===== config.mk =====
export PLATFORM = sky130hd
export DESIGN_NAME = uart_rx_fifo
export DESIGN_NICKNAME = d
export VERILOG_FILES = /design/src/rtl/uart_pkg.sv /design/src/rtl/uart_fifo_mem.sv /design/src/rtl/uart_rx_fifo.sv
export SDC_FILE = /design/constraint.sdc
export NUM_CORES = 1
export LEC_CHECK = 0
export CAP_MARGIN = 30
export CORE_MARGIN = 4
export CORE_UTILIZATION = 67
export CTS_BUF_LIST = sky130_fd_sc_hd__clkbuf_2
export DETAILED_ROUTE_END_ITERATION = 10
export HOLD_SLACK_MARGIN = 0.1
export MAX_ROUTING_LAYER = met4
export PLACE_DENSITY_LB_ADDON = 0.1
export SLEW_MARGIN = 20
export SYNTH_ARGS = -nofsm -noshare
export SYNTH_HDL_FRONTEND = slang
export SYNTH_SLANG_ARGS = --single-unit

===== constraint.sdc =====
create_clock -name i_Clock -period 5.49 [get_ports i_Clock]
set_input_delay 0.8235 -clock i_Clock [delete_from_list [all_inputs] [get_ports i_Clock]]
set_output_delay 0.8235 -clock i_Clock [all_outputs]
set_load 0.02 [all_outputs]

===== src/rtl/uart_pkg.sv =====
// Shared constants for the UART receive path: default data width, FIFO depth
// and the occupancy/pointer width helper.
package uart_pkg;

  localparam int unsigned UART_DATA_W         = 8;
  localparam int unsigned UART_FIFO_DEPTH_DEF = 16;
  localparam int unsigned UART_FIFO_CNT_W_DEF = $clog2(UART_FIFO_DEPTH_DEF) + 1;

  // Occupancy needs one extra bit so a full FIFO (DEPTH) is representable.
  function automatic int unsigned uart_cnt_w(input int unsigned depth);
    return $clog2(depth) + 1;
  endfunction

endpackage


===== src/rtl/uart_fifo_mem.sv =====
// FIFO storage array: synchronous write, asynchronous read, contents never reset.
module uart_fifo_mem #(
  parameter int unsigned WIDTH = 8,
  parameter int unsigned DEPTH = 16
) (
  input  logic                     clk,
  input  logic                     wr_en,
  input  logic [$clog2(DEPTH)-1:0] wr_addr,
  input  logic [WIDTH-1:0]         wr_data,
  input  logic [$clog2(DEPTH)-1:0] rd_addr,
  output logic [WIDTH-1:0]         rd_data
);

  logic [WIDTH-1:0] mem_q [DEPTH];

  always_ff @(posedge clk) begin
    if (wr_en) begin
      mem_q[wr_addr] <= wr_data;
    end
  end

  assign rd_data = mem_q[rd_addr];

endmodule


===== src/rtl/uart_rx_fifo.sv =====
// First-word-fall-through receive FIFO fed by a UART byte-valid level.
// Define UART_RX_FIFO_OVF_CNT_EN to add the saturating o_Ovf_Count output.
module uart_rx_fifo
  import uart_pkg::*;
#(
  parameter int unsigned DEPTH = UART_FIFO_DEPTH_DEF,
  parameter int unsigned WIDTH = UART_DATA_W
) (
  input  logic                     i_Clock,
  input  logic                     i_Rst_n,
  input  logic                     i_RX_DV,
  input  logic [WIDTH-1:0]         i_RX_Byte,
  output logic [WIDTH-1:0]         o_Data,
  output logic                     o_Valid,
  input  logic                     i_Ready,
  output logic [$clog2(DEPTH):0]   o_Count,
  input  logic                     i_Clear_Ovf,
  output logic                     o_Overflow
`ifdef UART_RX_FIFO_OVF_CNT_EN
  ,
  output logic [7:0]               o_Ovf_Count
`endif
);

  localparam int unsigned CW = uart_cnt_w(DEPTH);
  localparam int unsigned AW = CW - 1;

  logic [CW-1:0]    wr_ptr_q, wr_ptr_d;
  logic [CW-1:0]    rd_ptr_q, rd_ptr_d;
  logic             dv_prev_q, dv_prev_d;
  logic             ovf_q, ovf_d;
  logic             capture, empty, full, pop, push, drop;
  logic [WIDTH-1:0] rd_data;

  // A pop frees the full slot in the same cycle, so capture-while-full is
  // only a drop when nothing is being consumed.
  always_comb begin
    capture   = i_RX_DV & ~dv_prev_q;
    empty     = (wr_ptr_q == rd_ptr_q);
    full      = (wr_ptr_q[CW-1] != rd_ptr_q[CW-1]) &&
                (wr_ptr_q[AW-1:0] == rd_ptr_q[AW-1:0]);
    pop       = ~empty & i_Ready;
    push      = capture & (~full | pop);
    drop      = capture & full & ~pop;
    dv_prev_d = i_RX_DV;
    wr_ptr_d  = push ? wr_ptr_q + CW'(1) : wr_ptr_q;
    rd_ptr_d  = pop  ? rd_ptr_q + CW'(1) : rd_ptr_q;
    ovf_d     = ovf_q;
    if (drop) begin
      ovf_d = 1'b1;
    end else if (i_Clear_Ovf) begin
      ovf_d = 1'b0;
    end
  end

  // dv_prev resets high so a level already asserted at release is ignored.
  always_ff @(posedge i_Clock or negedge i_Rst_n) begin
    if (!i_Rst_n) begin
      wr_ptr_q  <= '0;
      rd_ptr_q  <= '0;
      dv_prev_q <= 1'b1;
      ovf_q     <= 1'b0;
    end else begin
      wr_ptr_q  <= wr_ptr_d;
      rd_ptr_q  <= rd_ptr_d;
      dv_prev_q <= dv_prev_d;
      ovf_q     <= ovf_d;
    end
  end

  uart_fifo_mem #(
    .WIDTH (WIDTH),
    .DEPTH (DEPTH)
  ) u_mem (
    .clk     (i_Clock),
    .wr_en   (push),
    .wr_addr (wr_ptr_q[AW-1:0]),
    .wr_data (i_RX_Byte),
    .rd_addr (rd_ptr_q[AW-1:0]),
    .rd_data (rd_data)
  );

  assign o_Valid    = ~empty;
  assign o_Data     = empty ? '0 : rd_data;
  assign o_Count    = wr_ptr_q - rd_ptr_q;
  assign o_Overflow = ovf_q;

`ifdef UART_RX_FIFO_OVF_CNT_EN
  logic [7:0] ovf_cnt_q, ovf_cnt_d;

  always_comb begin
    ovf_cnt_d = ovf_cnt_q;
    if (drop) begin
      if (ovf_cnt_q != 8'hFF) begin
        ovf_cnt_d = ovf_cnt_q + 8'd1;
      end
    end else if (i_Clear_Ovf) begin
      ovf_cnt_d = '0;
    end
  end

  always_ff @(posedge i_Clock or negedge i_Rst_n) begin
    if (!i_Rst_n) begin
      ovf_cnt_q <= '0;
    end else begin
      ovf_cnt_q <= ovf_cnt_d;
    end
  end

  assign o_Ovf_Count = ovf_cnt_q;
`endif

endmodule


Word level (Yosys, flattened, before mapping):

Memories as Yosys holds them, arrays and structs flattened.
Index checks and enable logic that the tools add are counted.

* $mul: 0
* div/mod/pow operators: 0
* magnitude comparators: 0
* $add $sub $neg: 3
* bitwise operators: 10
* equal/unequal tests: 3
* shift operators: 0
* muxes and demuxes: 5
* reduce and logical (&&, ||, !) cells: 2

Operator list (number)
* $add 5x1->5 const B: 2
* $mux 8: 1
* $and 1x1->1: 5
* $eq 5x5->1: 1
* $sub 5x5->5: 1
* $eq 4x4->1: 1
* $mux 1: 4
* $not 1->1: 4
* $reduce_bool 2->1: 1
* $logic_and 1x1->1: 1
* $ne 1x1->1: 1
* $or 1x1->1: 1

* memories kept: 1
* input bits: 13
* RAM bits: 128
* latch bits: 0
* bits in read-only memories: 0
* bits in registers: 12

Memories
* u_mem.mem_q: words 16, width 8, read ports 1, clocked after memory_dff 0, wr ports 1, RTL line uart_fifo_mem.sv:14 `logic [WIDTH-1:0] mem_q [DEPTH];`

Longest topological paths before layout:

Gate-level depths: netlist of run 1.

* depth in word-level cells: 7
* depth in mapped cells: 10
* depth with buffers taken out: 7

Modules after synthesis:

From an unflattened synthesis of run 1, not the netlist that was laid out.

* cell total of the unflattened synthesis: 290
* area total of the unflattened synthesis: 5758.0 µm²

By module, submodules not included
* uart_fifo_mem: cells an instance 221, times used 1, area an instance 4987.3 µm²
* uart_rx_fifo: cells an instance 69, times used 1, area an instance 770.7 µm²

Worst setup path before layout of run 1:

Ideal clock, no wire load.

* kind: reg2reg
* start point: register rd_ptr_q[1]
* end point: memory u_mem.mem_q[0][0] (enable)
* setup time: 0.383 ns
* path buffers: 4
* setup slack: 2.335 ns
* data required time: 5.107 ns
* clock period less this slack: 3.155 ns
* cell stages (with the launch flop): 11
* arrival time: 2.771 ns
* path through: dfrtp_1 buf_6 buf_12 buf_2 inv_1 ha_1 and4_1 clkbuf_1 a31oi_1 nand2_1 nor3_1

* cells in the longest elaborated chain, start to end: 7
* elaborated cells between the ends (all ways): 10
* those cells by class: 2 x eq/ne; 2 x mux; 5 x bitwise; 1 x reduce/logical

RTL lines
* start, declared: RTL line uart_rx_fifo.sv:29 `logic [CW-1:0] rd_ptr_q, rd_ptr_d;`
* start signal, assigned: RTL line uart_rx_fifo.sv:65 `rd_ptr_q <= rd_ptr_d;`
* $eq 5x5->1 or $eq 4x4->1 (tied branches): RTL line uart_rx_fifo.sv:39, uart_rx_fifo.sv:41
* $not 1->1 or $logic_and 1x1->1 (tied branches): RTL line uart_rx_fifo.sv:42, uart_rx_fifo.sv:40
* $and 1x1->1 or $not 1->1 (tied branches): RTL line uart_rx_fifo.sv:42, uart_rx_fifo.sv:43
* $or 1x1->1 (*): RTL line uart_rx_fifo.sv:43 `push = capture & (~full | pop);`
* $and 1x1->1 (*): RTL line uart_rx_fifo.sv:43
* $mux 1 (*): RTL line uart_fifo_mem.sv:17 `if (wr_en) begin`
* $mux 1 (not written as such) (*): RTL line uart_fifo_mem.sv:18 `mem_q[wr_addr] <= wr_data;`
* end, declared: RTL line uart_fifo_mem.sv:14

Mark *: on every way between the ends. The rest lies on a longest branch, timed or not.

Worst setup path in the final report of run 1:

* start point: register rd_ptr_q[3]
* end point: output port o_Data[7]

* cells in the longest elaborated chain, start to end: 2
* elaborated cells between the ends (all ways): 3
* those cells by class: 1 x eq/ne; 1 x mux; 1 x memory

RTL lines
* $mem_v2 16x8 or $eq 5x5->1 (tied branches)
* $mux 8 (*): RTL line uart_rx_fifo.sv:84 `assign o_Data = empty ? '0 : rd_data;`
* end, declared: RTL line uart_rx_fifo.sv:13 `output logic [WIDTH-1:0] o_Data,`

Marked as above.

==> parameters.txt, run 1 <==
Parameter                              Value

Synth
  Number of library cell types mapped by synthesis    36
  Synthesis warning total    0
  Avg Synthesized Cell Area    19.1 sq um
  Flip-flop and latch count after synthesis    140
  Mux cell area share after synthesis    15.7%
  Number of nets produced by synthesis    324
  Number of instances in the synthesized netlist    301
  Post-Synth Adder-Cell Area    2.31%
  Share of synthesized cell area in and, or, nand and nor gates    3.11%
  Dominant combinational cell family by area after synthesis    multiplexers
  Compound-cell area share of the yosys netlist    2.65%
  Share of the synthesized netlist area taken by xor and xnor gates    1.98%
  Combined area of all synthesized cells    0.00575 sq mm
  Sequential share of the synthesized area    72.1%

Power and ir drop
  Worst voltage drop across the vdd grid    262 uV
  Standby leakage power    2.13 nW
  Pwr per Cell Area    514 mW/mm^2

Floorplan
  Floorplan row count    33
  Die area    0.0101 sq mm
  Die W    101 um
  Core Box Area    0.00830 sq mm
  Die height    101 um
  Initial cell density of the core    69.3%
  Number of I/O pins    28

STA
  Final setup margin    0.977 ns
  Achievable Freq    222 MHz
  Worst Skew    0.0335 ns
  # setup viols final    0
  Fin Hold WS    0.432 ns
  Slew @ Worst Pin    0.956 ns
  Fin. Hold Viols    0
  Remaining max-slew budget at the tightest pin    36.0%
  Number of max-slew violations in the final report    0
  Post-Route Setup TNS    0 ns
  Unrepaired setup endpoints after global routing    false
  Tcrit/Tclk final    82.2%
  Minimum clock period    4.51 ns

CTS
  Worst-skew pair later-pin latency    0.69 ns
  Number of setup buffers added after CTS    0
  # hold bufs at CTS    0
  Clock H-tree levels    4
  Maximum root-to-sink buffer count    2
  Clock sink total    140
  Cells resized by post-CTS repair    0
  Clock slew at reported path FFs    0.22 ns
  Clk Tree Root Cell    clkbuf_2
  Inserted Clock Buffers    17
  Clock tree from TritonCTS    done

Placed design
  # port buffers    27
  Area post-placement    0.00611 sq mm
  Placer's final routability congestion estimate    0.792
  Worst slack, placed    1.75 ns
  HPWL after DPL    6980 um

GRT
  Wire length of the first global-routing pass    16,400 um
  Vias in the first global route    2,924
  Maximum number of pins on one net before global-route repair    27
  Antenna violations before repair    0
  Congestion Overflow GR    0
  GRT Overall Usage    23.8%

Routing
  Number of detailed-routing iterations run before antenna repair    5
  Post-DR vias/cell    6.30
  Post-Route WL    10,500 um
  Iteration-0 DRC Markers    240
  Wire length per cell after detailed routing    23.0 um
  Via count    2,880
  ANT nets after route    0
  Number of design rule violations left after detail routing    0

Worst setup path
  Cell family with the largest share of critical-path delay    buffers and inverters
  Worst-path maximum fanout    17
  Cell chain of the critical path    inv_2, ha_1, and4_1, nand2_2, o21ai_0, a21oi_1, clkdlybuf4s50_1
  CP peak stage delay    0.88 ns
  Reg-to-reg setup timing slack    1.77 ns
  Critical-path top delay cell    dfrtp_1
  Crit. End Element    primary output
  Kind of start point of the critical path    flop
  Category of the critical setup timing path    reg -> out
  Arr. time, crit path    3.69 ns
  Combined buffer and inverter count along the critical path    2
  Required time of the critical path    4.67 ns

Outcome
  Outcome    complete, no violations

Hold path
  Hold WC Path Type    in -> async

Final layout
  Number of nets in the layout    362
  Share of post-route cells with drive strength above 1    21.3%
  Diodes inserted    0
  Layout overhead on the synthesized area    9.88%
  Cell area after layout    0.00632 sq mm
  Post-layout utilization of the core    76.1%
  Fill cell total of the finished layout    470

Flow run
  Max cap viols    0
per-layer routing:
layer	GRT usage (%)	vias to the layer above	share of wire [%]
met5	-	-	0
met4	10.7	0	2.4
met3	5.40	23	7.2
met2	35.6	131	49
met1	31.9	1445	41
li1	-	1281	-
placed cells by master (no fill, tap or decap), types with 5 or more instances in the layout:
cell type | synthesis | layout
edfxtp_1 | 128 | 128
clkdlybuf4s50_1 | 0 | 27
mux4_2 | 23 | 23
clkbuf_2 | 0 | 17
nor2_1 | 12 | 12
a21oi_1 | 11 | 11
mux2i_1 | 11 | 11
dfrtp_1 | 11 | 10
inv_1 | 9 | 9
xnor2_1 | 9 | 9
nand2_1 | 9 | 9
ha_1 | 9 | 9
mux2_2 | 8 | 8
mux4_1 | 7 | 7
inv_6 | 0 | 6
o21ai_1 | 5 | 5
through the flow:
stage	std cells	power [mW]
5_1_grt	457	3.43
6_report	457	3.25
3_3_place_gp	422	2.72
2_1_floorplan	301	2.29
4_1_cts	457	3.28
3_5_place_dp	425	2.75
cells by family (layout without fill, tap and decap cells):
| kind of cell | after synthesis | in the layout |
|---|---|---|
| flops | 140 | 140 |
| compound gates | 27 | 27 |
| simple gates | 38 | 38 |
| buf+inv | 24 | 75 |
| xor+xnor | 13 | 13 |
| fa+ha+maj | 10 | 10 |
| mux | 49 | 49 |
path summary, 6_finish.rpt:
check,from,to,cells past startpoint
min in group i_Clock,i_RX_DV,dv_prev_q$_DFF_PN1_,1
min,i_Rst_n,rd_ptr_q[0]$_DFFE_PN0P_,1
max,rd_ptr_q[3]$_DFFE_PN0P_,o_Data[7],7
max reg2reg,rd_ptr_q[3]$_DFFE_PN0P_,u_mem.mem_q[4][2]$_DFFE_PP_,6
min reg2reg,wr_ptr_q[4]$_DFFE_PN0P_,wr_ptr_q[4]$_DFFE_PN0P_,1
max in group asynchronous,i_Rst_n,rd_ptr_q[1]$_DFFE_PN0P_,1
final cells by class:
| type | instances | area (sq um) | area share (%) |
|---|---|---|---|
| multi-input combinational | 137 | 1480 | 23.4 |
| tap | 105 | 131 | 2.08 |
| inverter | 10 | 37.5 | 0.594 |
| sequential | 140 | 4150 | 65.6 |
| clock inverter | 15 | 128 | 2.02 |
| clock buffer | 17 | 85.1 | 1.35 |
| timing repair buffer | 33 | 310 | 4.91 |
worst register-to-register path, delay by kind of cell (launching register included):
| family | cells | cell delay (ns) |
|---|---|---|
| adders and majority gates | 1 | 0.41 |
| and+or+nand+nor | 3 | 1.26 |
| DFF | 1 | 0.88 |
| buffers and inverters | 1 | 0.31 |
| AOI/OAI and AO/OA | 1 | 0.50 |
state kept, by name, indices dropped and copies added, names as in the netlist:
register     count
o_Overflow       1
rd_ptr_q         5
u_mem.mem_q    128
wr_ptr_q         5
dv_prev_q        1
synthesized netlist by cell type:
cell | number | area share [%]
clkbuf_1 | 2 | 0.13
nand2b_1 | 3 | 0.33
nand2_1 | 9 | 0.59
buf_1 | 1 | 0.065
xor2_1 | 4 | 0.61
nand3_1 | 3 | 0.26
a21o_1 | 2 | 0.26
or3_1 | 1 | 0.11
o22ai_1 | 2 | 0.22
a21oi_1 | 11 | 0.96
mux4_1 | 7 | 3.2
mux4_2 | 23 | 9.0
and4_1 | 1 | 0.15
buf_6 | 1 | 0.20
nor3_1 | 4 | 0.35
o21ai_2 | 1 | 0.15
a31oi_1 | 1 | 0.11
a311o_1 | 1 | 0.17
nand4_1 | 3 | 0.33
xnor2_1 | 9 | 1.4
nor2_1 | 12 | 0.78
dfstp_2 | 1 | 0.46
ha_1 | 9 | 2.0
o21ai_0 | 4 | 0.35
mux2i_1 | 11 | 1.9
inv_2 | 1 | 0.065
fa_1 | 1 | 0.35
nor2_2 | 1 | 0.11
buf_12 | 1 | 0.35
inv_1 | 9 | 0.59
buf_2 | 9 | 0.78
mux2_2 | 8 | 1.6
nand2_2 | 1 | 0.11
edfxtp_1 | 128 | 67
dfrtp_1 | 11 | 4.8
o21ai_1 | 5 | 0.44
power by group:
group	internal (mW)	total (mW)	switching, mW
registers	1.25	1.40	0.145
clock network	0.135	0.537	0.403
logic	0.657	1.31	0.656
total	2.04	3.25	1.20
Note: power is estimated with default switching activity, not from simulation.
==> run 2, diff against run 1 <==
Settings changed: CORE_UTILIZATION 67 to 56.
Clock period 5.49 ns to 4.1 ns, I/O delays scaled along.
==> run 2 against run 1 <==
Compared with the run above: critical endpoint is now o_Data[0]; wire length increased by 1.1%; critical path type unchanged; highest routed layer unchanged; largest cell class unchanged; clock power increased by 46%; combinational power increased by 42%; hold slack got worse by 0.18 ns.
==> parameters.txt, run 2 (same netlist as run 1, synthesis figures left out) <==
Parameter                              Value

Routing
  Via count    2,863 (-0.59%)
  Number of design rule violations left after detail routing    0 (unchanged)
  Wire length per cell after detailed routing    21.6 um (-6.1%)
  Post-Route WL    10,600 um (+1.1%)
  Iteration-0 DRC Markers    199 (-17%)
  ANT nets after route    0 (unchanged)
  Post-DR vias/cell    5.82 (-7.7%)
  Number of detailed-routing iterations run before antenna repair    4 (-1)

Placed design
  Worst slack, placed    0.848 ns (-0.897 ns)
  Placer's final routability congestion estimate    0.815 (+2.9%)
  # port buffers    27 (unchanged)
  Area post-placement    0.00620 sq mm (+1.5%)
  HPWL after DPL    7070 um (+1.2%)
  Number of cells in the design after placement    460 (+8.2%)

Floorplan
  Initial cell density of the core    58.3% (-11 points)
  Core Box Area    0.00986 sq mm (+19%)
  Die height    109 um (+8.6%)
  Floorplan row count    36 (+9.1%)
  Die area    0.0120 sq mm (+18%)
  Number of I/O pins    28 (unchanged)
  Die W    109 um (+8.6%)

STA
  Number of max-slew violations in the final report    0 (unchanged)
  Post-Route Setup TNS    0 ns (unchanged)
  Achievable Freq    259 MHz
  Tcrit/Tclk final    94.1%
  Slew @ Worst Pin    0.907 ns (-0.0487 ns)
  Minimum clock period    3.86 ns
  Fin Hold WS    0.250 ns (-0.181 ns)
  Fin. Hold Viols    0 (unchanged)
  Unrepaired setup endpoints after global routing    false
  # setup viols final    0 (unchanged)
  Remaining max-slew budget at the tightest pin    39.3% (+3.3 points)
  Worst Skew    0.0358 ns (+0.00227 ns)
  Final setup margin    0.242 ns (-0.735 ns)

GRT
  GRT Overall Usage    20.4% (-3.4 points)
  Congestion Overflow GR    0 (unchanged)
  Antenna violations before repair    0 (unchanged)
  Maximum number of pins on one net before global-route repair    22 (-19%)
  Wire length of the first global-routing pass    16,600 um (+1.1%)
  Vias in the first global route    2,903 (-0.72%)

Worst setup path
  Cell chain of the critical path    inv_1, ha_1, and4_1, nand2_2, o21ai_1, a21oi_1, clkdlybuf4s50_1
  Cell family with the largest share of critical-path delay    buffers and inverters
  Required time of the critical path    3.48 ns (-1.19 ns)
  Category of the critical setup timing path    reg -> out
  Combined buffer and inverter count along the critical path    2 (unchanged)
  Worst-path maximum fanout    17 (unchanged)
  CP peak stage delay    0.66 ns (-0.22 ns)
  Arr. time, crit path    3.24 ns (-0.45 ns)
  Critical-path top delay cell    dfrtp_4
  Kind of start point of the critical path    flop
  Crit. End Element    primary output

Final layout
  Most common library cell in the layout ignoring fill and taps    edfxtp_1
  Largest registers    u_mem.mem_q (128), rd_ptr_q (5), wr_ptr_q (5)
  Final Instance Count excl. Fillers    492 (+7.7%)
  Share of post-route cells with drive strength above 1    22.6% (+1.3 points)
  Fill cell total of the finished layout    686 (+46%)
  Combined flip-flop and latch cell area    0.00415 sq mm (about the same)
  Number of nets in the layout    369 (+1.9%)
  Post-layout utilization of the core    65.3% (-11 points)
  Most frequent cells in the layout    edfxtp_1, clkdlybuf4s50_1, mux4_2
  Diodes inserted    0 (unchanged)
  Area occupied by multi-input gates    0.00148 sq mm (unchanged)
  Layout overhead on the synthesized area    12.0%
  Register with the most flip-flops    u_mem.mem_q
  Cell area after layout    0.00644 sq mm (+1.9%)
  Largest register FFs    128 (unchanged)

CTS
  Inserted Clock Buffers    17 (unchanged)
  Number of setup buffers added after CTS    0 (unchanged)
  Clock tree from TritonCTS    done
  Clock sink total    140 (unchanged)
  Clk Tree Root Cell    clkbuf_2
  Clock slew at reported path FFs    0.23 ns (about the same)
  Clock H-tree levels    4 (unchanged)
  Maximum root-to-sink buffer count    2 (unchanged)
  Worst-skew pair later-pin latency    0.70 ns (about the same)

Power and ir drop
  Worst voltage drop across the vdd grid    653 uV (+150%)
  Pwr per Cell Area    690 mW/mm^2 (+34%)
  Standby leakage power    2.18 nW (+2.2%)
  Total chip power    4.44 mW (+37%)

Flow run
  Max cap viols    0 (unchanged)

Outcome
  Outcome    complete, no violations

Hold path
  Hold WC Path Type    in -> async
[run 2: changes by cell type in the layout (fill, tap and decap cells not counted), sizes merged]
cell | previous run | this run
buf | 6 | 13
inv | 19 | 17
bufinv | 0 | 1
clkinvlp | 3 | 2
clkinv | 3 | 5
[run 2: cell type report]
| class | count | area share, % |
|---|---|---|
| well taps | 133 | 2.58 |
| inverters | 10 | 0.583 |
| multi-input cells | 137 | 23.0 |
| flip-flops and latches | 140 | 64.4 |
| clock inverters | 15 | 2.41 |
| repair buffers | 40 | 5.71 |
| clock buffers | 17 | 1.32 |
[run 2: timing repair]
| action | CTS | global route |
|---|---|---|
| resized for setup | 0 | 1 |
| hold buffers | 0 | 0 |
| hold endpoints to repair | 0 | 0 |
| setup endpoints to repair | 0 | 7 |
[run 2: power by group]
| group | total [mW] | internal [mW] | switching [mW] | leakage, nW |
|---|---|---|---|---|
| sequential | 1.80 | 1.68 | 0.123 | 1.30 |
| clock | 0.782 | 0.240 | 0.542 | 0.139 |
| combinational | 1.86 | 0.906 | 0.952 | 0.745 |
| total | 4.44 | 2.82 | 1.62 | 2.18 |
[run 2: final timing paths]
kind | startpoint | endpoint | slack, ns | depth (start not counted)
worst max register to register | rd_ptr_q[1]$_DFFE_PN0P_ | u_mem.mem_q[6][6]$_DFFE_PP_ | 0.91 | 6
worst min register to register | o_Overflow$_DFFE_PN0P_ | o_Overflow$_DFFE_PN0P_ | 0.54 | 2
min in group i_Clock | i_RX_DV | dv_prev_q$_DFF_PN1_ | 0.36 | 1
max in group asynchronous | i_Rst_n | rd_ptr_q[1]$_DFFE_PN0P_ | 3.40 | 1
worst min-delay path | i_Rst_n | wr_ptr_q[2]$_DFFE_PN0P_ | 0.25 | 1
worst max-delay path | rd_ptr_q[1]$_DFFE_PN0P_ | o_Data[0] | 0.24 | 7
[run 2: per-layer routing]
layer	GRT usage, %	vias up	part of all wire, %
met3	5.64	14	5.1
li1	-	1297	-
met2	30.9	88	49
met4	5.88	0	1.5
met1	27.8	1464	44
met5	-	-	0
==> run 3, diff against run 2 <==
Settings changed: CELL_PAD_IN_SITES_DETAIL_PLACEMENT from default to 1, CELL_PAD_IN_SITES_GLOBAL_PLACEMENT from default to 1, CORE_UTILIZATION 56 to 49.
==> run 3 against run 2 <==
Compared with the run above: sequential power about the same; via count up 1.4%; combinational power about the same; register-to-register slack better by 0.29 ns; design area up 1.3%; sequential cell count unchanged; die area up 13%; final cell count up 4.1%; maximum frequency up 0.48%; critical endpoint is now o_Data[2]; largest cell class unchanged; largest power group unchanged; highest routed layer unchanged.
==> parameters.txt, run 3 (same netlist as run 1, synthesis figures left out) <==
Parameter                              Value

CTS
  # hold bufs at CTS    0 (unchanged)
  Cells resized by post-CTS repair    0 (unchanged)
  Clk Tree Root Cell    clkbuf_2
  Number of setup buffers added after CTS    0 (unchanged)
  Maximum root-to-sink buffer count    2 (unchanged)
  Inserted Clock Buffers    17 (unchanged)
  Worst-skew pair later-pin latency    0.66 ns (-0.04 ns)
  Clock tree from TritonCTS    done
  Clock slew at reported path FFs    0.21 ns (-0.02 ns)
  Clock H-tree levels    4 (unchanged)
  Clock sink total    140 (unchanged)

STA
  Minimum clock period    3.84 ns (-0.0184 ns)
  Fin Hold WS    0.291 ns (+0.0409 ns)
  Slew @ Worst Pin    0.637 ns (-0.271 ns)
  Achievable Freq    260 MHz (+0.48%)
  Final setup margin    0.260 ns (+0.0184 ns)
  Number of max-slew violations in the final report    0 (unchanged)
  # setup viols final    0 (unchanged)
  Post-Route Setup TNS    0 ns (unchanged)
  Fin. Hold Viols    0 (unchanged)
  Unrepaired setup endpoints after global routing    false
  Worst Skew    0.0460 ns (+0.0102 ns)
  Tcrit/Tclk final    93.7% (-0.45 points)
  Remaining max-slew budget at the tightest pin    57.5% (+18 points)

Worst setup path
  Category of the critical setup timing path    reg -> out
  Worst-path maximum fanout    16 (-1)
  Crit. End Element    primary output
  Arr. time, crit path    3.23 ns (about the same)
  CP peak stage delay    0.70 ns (+0.04 ns)
  Kind of start point of the critical path    flop
  Required time of the critical path    3.48 ns (about the same)
  Critical-path top delay cell    dfrtp_2
  Cell chain of the critical path    inv_1, ha_1, and4_1, nand2_2, o21ai_2, a21oi_1, clkdlybuf4s50_1

Floorplan
  Die height    116 um (+6.4%)
  Initial cell density of the core    50.1% (-8.1 points)
  Core Box Area    0.0115 sq mm (+16%)
  Die W    116 um (+6.4%)
  Die area    0.0135 sq mm (+13%)
  Floorplan row count    39 (+8.3%)
  Number of I/O pins    28 (unchanged)

GRT
  Vias in the first global route    3,123 (+7.6%)
  GRT Overall Usage    20.0% (-0.42 points)
  Wire length of the first global-routing pass    18,400 um (+11%)
  Antenna violations before repair    0 (unchanged)
  Maximum number of pins on one net before global-route repair    31 (+41%)
  Congestion Overflow GR    0 (unchanged)

Routing
  Met1 Routed Length    5380 um (+15%)
  Post-DR vias/cell    5.67 (-2.6%)
  Number of design rule violations left after detail routing    0 (unchanged)
  Post-Route WL    11,800 um (+11%)
  Wire length per cell after detailed routing    23.1 um (+6.8%)
  Met2 Wirelength    5970 um (+14%)
  Number of detailed-routing iterations run before antenna repair    4 (unchanged)
  ANT nets after route    0 (unchanged)
  Via count    2,902 (+1.4%)
  Iteration-0 DRC Markers    189 (-5.0%)
  Highest metal used    met4
  Met3 Wirelength    377 um (-31%)

Final layout
  Combined flip-flop and latch cell area    0.00415 sq mm (about the same)
  Most common library cell in the layout ignoring fill and taps    edfxtp_1
  Fill cell total of the finished layout    1,043 (+52%)
  Share of post-route cells with drive strength above 1    24.1% (+1.6 points)
  Area occupied by multi-input gates    0.00148 sq mm (unchanged)
  Largest register FFs    128 (unchanged)
  Post-layout utilization of the core    56.9% (-8.4 points)
  Largest registers    u_mem.mem_q (128), rd_ptr_q (5), wr_ptr_q (5)
  Number of nets in the layout    379 (+2.7%)
  Diodes inserted    0 (unchanged)
  Most frequent cells in the layout    edfxtp_1, mux4_2, clkdlybuf4s50_1, buf_4, clkbuf_2
  Register with the most flip-flops    u_mem.mem_q
  Layout overhead on the synthesized area    13.5%

Power and ir drop
  Switching power as a share of total power    35.6% (-0.84 points)
  Total chip power    4.44 mW (about the same)
  Clock group share of total power    17.1% (-0.5 points)
  P_sw    1.58 mW (-2.3%)
  Sequential fraction of design power    40.4% (-0.2 points)
  Relative contribution of combinational cells to total power    42.4% (+0.6 points)
  Internal power consumption    2.86 mW (+1.3%)
  Worst voltage drop across the vdd grid    695 uV (+6.5%)
  Standby leakage power    2.28 nW (+4.7%)
  Pwr per Cell Area    680 mW/mm^2 (-1.3%)

Placed design
  Worst slack, placed    0.825 ns (-0.0232 ns)
  Placer's final routability congestion estimate    0.777 (-4.7%)
  # port buffers    27 (unchanged)
  HPWL after DPL    7840 um (+11%)

Hold path
  Hold WC Path Type    in -> async

Flow run
  Max cap viols    0 (unchanged)

Outcome
  Outcome    complete, no violations
run 3: final cells by class:
type / instances / area share [%]
Clock inverter: 11 / 1.82
Tap cell: 143 / 2.74
Timing Repair Buffer: 50 / 7.04
Inverter: 10 / 0.575
Sequential cell: 140 / 63.5
Multi-Input combinational cell: 137 / 22.7
Clock buffer: 21 / 1.61
run 3: per-layer routing:
| metal | vias up | global-route usage (%) |
|---|---|---|
| met4 | 0 | 4.95 |
| met3 | 6 | 5.28 |
| met1 | 1525 | 26.6 |
| met5 | - | - |
| met2 | 58 | 31.3 |
| li1 | 1313 | - |
run 3: stage by stage:
stage	instance area, sq um	std cells
2_1_floorplan	5750	301
4_1_cts	6510	512
3_5_place_dp	6290	480
5_1_grt	6530	512
6_report	6530	512
3_3_place_gp	6290	480
run 3: path summary, 6_finish.rpt:
kind	start	endpoint	slack, ns	depth (start not counted)
max	rd_ptr_q[1]$_DFFE_PN0P_	o_Data[2]	0.26	7
min	i_Rst_n	wr_ptr_q[2]$_DFFE_PN0P_	0.29	1
max reg2reg	rd_ptr_q[1]$_DFFE_PN0P_	u_mem.mem_q[9][1]$_DFFE_PP_	1.20	8
min reg2reg	o_Overflow$_DFFE_PN0P_	o_Overflow$_DFFE_PN0P_	0.55	2
max in group asynchronous	i_Rst_n	rd_ptr_q[1]$_DFFE_PN0P_	3.33	1
min in group i_Clock	i_RX_DV	dv_prev_q$_DFF_PN1_	0.39	1
run 3: critical path: cells and delay by family, from the launching register on:
family                   cells  cell delay (ns)
AO/OA/AOI/OAI                2             0.23
flip-flops                   1             0.70
AND/OR/NAND/NOR              2             0.48
buffers and inverters        2             0.84
adder cells (fa/ha/maj)      1             0.35
run 3: power by group through the flow:
| stage | Combinational [mW] | Sequential, mW | Clock, mW |
|---|---|---|---|
| global route | 2.05 | 1.81 | 0.870 |
| CTS | 1.93 | 1.79 | 0.787 |
| detailed placement | 1.92 | 1.83 | 0 |
| floorplan | 1.32 | 1.75 | 0 |
| finish | 1.88 | 1.80 | 0.761 |
| global placement | 1.91 | 1.82 | 0 |
